**config.mk**
```make
export PLATFORM = sky130hd
export DESIGN_NAME = quad_decoder
export DESIGN_NICKNAME = d
export VERILOG_FILES = /design/src/rtl/quad_decoder.sv
export SDC_FILE = /design/constraint.sdc
export NUM_CORES = 1
export LEC_CHECK = 0
export BUFFER_PORTS_ARGS = -buffer_cell sky130_fd_sc_hd__buf_4
export CAP_MARGIN = 20
export CORE_ASPECT_RATIO = 1.75
export CORE_MARGIN = 5
export CORE_UTILIZATION = 55
export CTS_BUF_LIST = sky130_fd_sc_hd__clkbuf_8
export DETAILED_ROUTE_END_ITERATION = 7
export PLACE_DENSITY = 0.74
export RECOVER_POWER = 100
export SYNTH_ARGS = -nofsm -noshare
export SYNTH_HDL_FRONTEND = slang
export SYNTH_SLANG_ARGS = --single-unit
```
**constraint.sdc**
```tcl
create_clock -name clk -period 3.2 [get_ports clk]
set_input_delay 0.64 -clock clk [delete_from_list [all_inputs] [get_ports clk]]
set_output_delay 0.64 -clock clk [all_outputs]
set_load 0.01 [all_outputs]
```
**src/rtl/quad_decoder.sv**
```systemverilog
// Quadrature encoder front end: per-channel synchroniser and glitch filter,
// followed by an x1/x2/x4 decoder with illegal-transition detection.
module quad_decoder #(
  parameter int SYNC_STAGES = 2,
  parameter int FILTER_LEN  = 4,
  parameter int ERR_WIDTH   = 8
) (
  input  logic                 clk,
  input  logic                 rst,
  input  logic                 en,
  input  logic [1:0]           mode,
  input  logic                 a_in,
  input  logic                 b_in,
  input  logic                 err_clr,
  output logic                 cnt,
  output logic                 ud,
  output logic                 err,
  output logic [ERR_WIDTH-1:0] err_cnt,
  output logic [1:0]           ab_filt
);

  localparam int FC_W  = (FILTER_LEN > 1) ? $clog2(FILTER_LEN) : 1;
  localparam int SET_W = $clog2(SYNC_STAGES + 1);
  localparam logic [FC_W-1:0]  FC_LAST     = FC_W'(FILTER_LEN - 1);
  localparam logic [SET_W-1:0] SETTLE_DONE = SET_W'(SYNC_STAGES);

  typedef enum logic [0:0] {ST_INIT, ST_RUN} state_t;

  // Bit 1 carries channel A, bit 0 channel B throughout.
  logic [1:0] raw;
  logic [1:0] sync_s;
  logic [1:0] filt;
  logic [1:0] fc_zero;

  assign raw = {a_in, b_in};

  genvar gi;
  generate
    for (gi = 0; gi < 2; gi++) begin : g_chan
      logic [SYNC_STAGES-1:0] sync_reg;
      logic [FC_W-1:0]        fc_reg;
      logic                   filt_reg;

      always_ff @(posedge clk or posedge rst) begin
        if (rst) begin
          sync_reg <= '0;
          fc_reg   <= '0;
          filt_reg <= 1'b0;
        end else begin
          sync_reg <= {sync_reg[SYNC_STAGES-2:0], raw[gi]};
          // A new level is accepted only after FILTER_LEN consecutive
          // cycles of disagreement with the current filtered level.
          if (sync_reg[SYNC_STAGES-1] == filt_reg) begin
            fc_reg <= '0;
          end else if (fc_reg == FC_LAST) begin
            filt_reg <= sync_reg[SYNC_STAGES-1];
            fc_reg   <= '0;
          end else begin
            fc_reg <= fc_reg + 1'b1;
          end
        end
      end

      assign sync_s[gi]  = sync_reg[SYNC_STAGES-1];
      assign filt[gi]    = filt_reg;
      assign fc_zero[gi] = (fc_reg == '0);
    end
  endgenerate

  assign ab_filt = filt;

  state_t               state_reg;
  logic [SET_W-1:0]     settle_reg;
  logic                 quiet_reg;
  logic [1:0]           prev_reg;
  logic                 cnt_reg;
  logic                 ud_reg;
  logic                 err_reg;
  logic [ERR_WIDTH-1:0] err_cnt_reg;

  logic [1:0] change;
  logic       dir_rev;
  logic       single_chg;
  logic       count_hit;
  logic       quiet;

  always_comb begin
    change     = prev_reg ^ filt;
    dir_rev    = prev_reg[1] ^ filt[0];
    single_chg = (change == 2'b01) || (change == 2'b10);
    quiet      = (fc_zero == 2'b11) && (sync_s == filt);
    count_hit  = 1'b0;
    case (mode)
      // x1: A rising while moving forward, A falling while moving reverse.
      2'd0:    count_hit = change[1] && (filt[1] ? !dir_rev : dir_rev);
      2'd1:    count_hit = change[1];
      default: count_hit = 1'b1;
    endcase
  end

  always_ff @(posedge clk or posedge rst) begin
    if (rst) begin
      state_reg   <= ST_INIT;
      settle_reg  <= '0;
      quiet_reg   <= 1'b0;
      prev_reg    <= 2'b00;
      cnt_reg     <= 1'b0;
      ud_reg      <= 1'b0;
      err_reg     <= 1'b0;
      err_cnt_reg <= '0;
    end else begin
      cnt_reg <= 1'b0;
      err_reg <= 1'b0;
      case (state_reg)
        ST_INIT: begin
          // Let the synchronisers fill with real pin levels before judging
          // the filters quiet, so reset-time zeros never look like motion.
          if (settle_reg != SETTLE_DONE) begin
            settle_reg <= settle_reg + 1'b1;
          end else begin
            quiet_reg <= quiet;
            if (quiet_reg && quiet) begin
              prev_reg  <= filt;
              state_reg <= ST_RUN;
            end
          end
        end
        default: begin
          prev_reg <= filt;
          if (en) begin
            if (change == 2'b11) begin
              err_reg <= 1'b1;
              if (err_cnt_reg != '1) begin
                err_cnt_reg <= err_cnt_reg + 1'b1;
              end
            end else if (single_chg && count_hit) begin
              cnt_reg <= 1'b1;
              ud_reg  <= dir_rev;
            end
          end
        end
      endcase
      if (err_clr) begin
        err_cnt_reg <= '0;
      end
    end
  end

  assign cnt     = cnt_reg;
  assign ud      = ud_reg;
  assign err     = err_reg;
  assign err_cnt = err_cnt_reg;

endmodule
```
==> results.py <==
metrics = {
    "clock_tree": {
        "numCtsBuffers": 3,
        "cts_max_level": 1,
        "clk_pin_slew_ps": 90,
        "clk_path_buf_depth": 2,
        "cts_setup_buffers": 0,
        "cts_num_sinks": 27,
        "root_buffer": "clkbuf_8",
        "cts_resized": 0,
        "insertion_delay_ps": 270,
        "tritoncts": "yes",
        "holdBufCountCts": 0,
    },
    "detailed_routing": {
        "postRouteAntennaNets": 0,
        "routed_wl_mm": 2.464,
        "first_pass_iters": 4,
        "vias_per_cell": 5.697,
        "drtIter0Drc": 8,
        "vias": 940,
        "drcViolationCount": 0,
        "wl_per_cell_um": 14.93,
    },
    "timing": {
        "drv_slew": 0,
        "slew_headroom": 0.2681,
        "worst_pin_slew_ps": 1098,
        "fin_skew_ps": 2.150,
        "min_period_ps": 1952,
        "rsz0062_at_grt": "false",
        "fmax_ghz": 0.5124,
        "fin_ws_ps": 1248,
        "final-setup-viol-count": 0,
        "final_hold_viol_count": 0,
        "fin_setup_tns_ps": 0,
        "period_share": 0.6099,
    },
    "worst_setup_path": {
        "crit_type": "reg2reg",
        "critPathSlowestCell": "dfrtp_1",
        "crit_chain": "xor2_1, ha_1, nand3_1, nor4_1, mux2i_1, nor2_1",
        "cp_num_buf_inv": 0,
        "cp.required_ps": 3370,
        "worstPathMaxFanout": 9,
        "crit_family": "simple AND/OR/NAND/NOR gates",
        "end_kind": "flip-flop",
        "critPathLaunchType": "flip-flop",
        "critPathArrivalTime_ps": 2120,
        "slowest_delay_ps": 490,
    },
    "finish": {
        "final_net_count": 156,
        "largest_reg_flops": 8,
        "syn_to_final_growth_pct": 10.38,
        "final_common_cell": "dfrtp_1",
        "drive_above_1_share": 0.1071,
        "diodes": 0,
        "final_cell_mix": "27 x dfrtp_1, 14 x clkbuf_1, 13 x nor2_1",
        "final_cells": 165,
        "nFillCells": 214,
    },
    "die": {
        "dieWidth_um": 46.61,
        "row_count": 23,
        "boundaryPins": 21,
        "start_util": 0.5674,
        "core_area_mm2": 0.002273,
        "die_area_mm2": 0.003452,
        "die_h_um": 74.07,
    },
    "power": {
        "ir_drop_v": 0.0003873,
        "clockPowerShare": 0.197,
        "pwr-share-seq": 0.509,
        "netSwitchingFraction": 0.3430,
        "p_per_area_mw_per_mm2": 681.2,
        "internal_power_mw": 0.6373,
        "p_leak_nw": 0.6398,
        "power_frac_comb": 0.294,
        "p_switching_mw": 0.3327,
    },
    "grt": {
        "grt_pass1_vias": 1051,
        "grt_antenna_before_repair": 0,
        "grt_max_degree": 28,
        "grt.overflow.total": 0,
        "grt_usage": 0.1762,
        "grt_pass1_wl_mm": 4.429,
    },
    "synth": {
        "syn_area_per_cell_um2": 10.75,
        "synth.distinct_cells": 36,
        "synth_edf_count": 0,
        "yosysSeqAreaShare": 0.5238,
        "synth_async_sr_flop_share": 1.000,
        "synth-main-ff-cell": "dfrtp_1",
        "syn_nets": 135,
        "ys_ff_latch": 27,
        "syn_area_mm2": 0.001290,
        "netlist_instances": 120,
        "synth_warnings": 0,
    },
    "status": {
        "status": "finished, final reports clean",
    },
    "run": {
        "drv_cap": 0,
    },
    "placement": {
        "dpl.hpwl_mm": 1.878,
        "dp_cells": 160,
        "gp_congestion": 0.7574,
        "portBuffers": 20,
        "pre_cts_ws_ps": 1389,
    },
    "min_path": {
        "hp-class": "in2async",
    },
}
## synth_stat cells, drive strengths merged, types with 2 or more instances
cell type,number,area share
nand3,4,0.019
mux2i,4,0.031
o21ai,4,0.016
nand4,2,0.0097
inv,9,0.026
nor3,7,0.027
ha,7,0.068
buf,5,0.022
xor2,4,0.027
mux2,3,0.029
xnor2,3,0.020
a21oi,4,0.016
dfrtp,27,0.52
nor4,2,0.015
nand2,8,0.023
nor2,13,0.038
a211oi,2,0.012
o31ai,2,0.016
## routing by layer
layer	vias to the layer above	share of wire	track usage
met2	19	0.59	0.3236
met4	0	0.0077	0.07385
met5	-	0	0
met3	2	0.041	0.02179
li1	450	-	-
met1	469	0.36	0.1941
## final cells by class
class / instances / area, µm² / share of cell area
flip-flops and latches: 27 / 675.6 / 0.4745
multi-input cells: 79 / 531.8 / 0.3735
repair buffers: 21 / 105.1 / 0.07381
clock buffers: 3 / 41.29 / 0.02900
inverters: 9 / 33.78 / 0.02373
well taps: 25 / 31.28 / 0.02197
clock inverters: 1 / 5.005 / 0.003515
## kinds of logic after synthesis
group | share of synthesized area
AOI/OAI and AO/OA | 0.09700
xor gates and xnor gates | 0.04753
adders and majority gates | 0.06789
buffers and inverters | 0.04849
DFF | 0.5238
muxes | 0.06013
and+or+nand+nor | 0.1552
## final timing paths
path / startpoint / cells past startpoint / slack [ps] / to
setup / recovery: g_chan[1].filt_reg / 6 / 1250 / err_cnt[7]
max in group asynchronous: rst / 3 / 1630 / err_cnt[3]
hold / removal: rst / 2 / 290 / g_chan[0].sync_reg[1]
hold reg to reg: g_chan[1].sync_reg[0] / 0 / 360 / g_chan[1].sync_reg[1]
setup reg to reg: g_chan[1].filt_reg / 6 / 1250 / err_cnt[7]
min in group clk: g_chan[1].sync_reg[0] / 0 / 360 / g_chan[1].sync_reg[1]
## power by group through the flow
stage	combinational (mW)	clock (mW)	sequential [mW]
2_1_floorplan	0.271	0	0.469
3_3_place_gp	0.312	0	0.495
3_5_place_dp	0.324	0	0.503
4_1_cts	0.329	0.201	0.497
5_1_grt	0.337	0.212	0.504
6_report	0.285	0.191	0.494
## through the flow
stage / cell area [µm²] / total power [mW] / util / hold slack [ps]
5_1_grt: 1424 / 1.052 / 0.6263 / 294.6
3_5_place_dp: 1443 / 0.8271 / 0.6346 / 341.0
3_3_place_gp: 1443 / 0.8074 / 0.6346 / 333.0
2_1_floorplan: 1290 / 0.7402 / - / 331.2
4_1_cts: 1489 / 1.027 / 0.6549 / 363.3
6_report: 1424 / 0.9699 / 0.6263 / 287.0
Note: power is estimated with default switching activity, not from simulation.
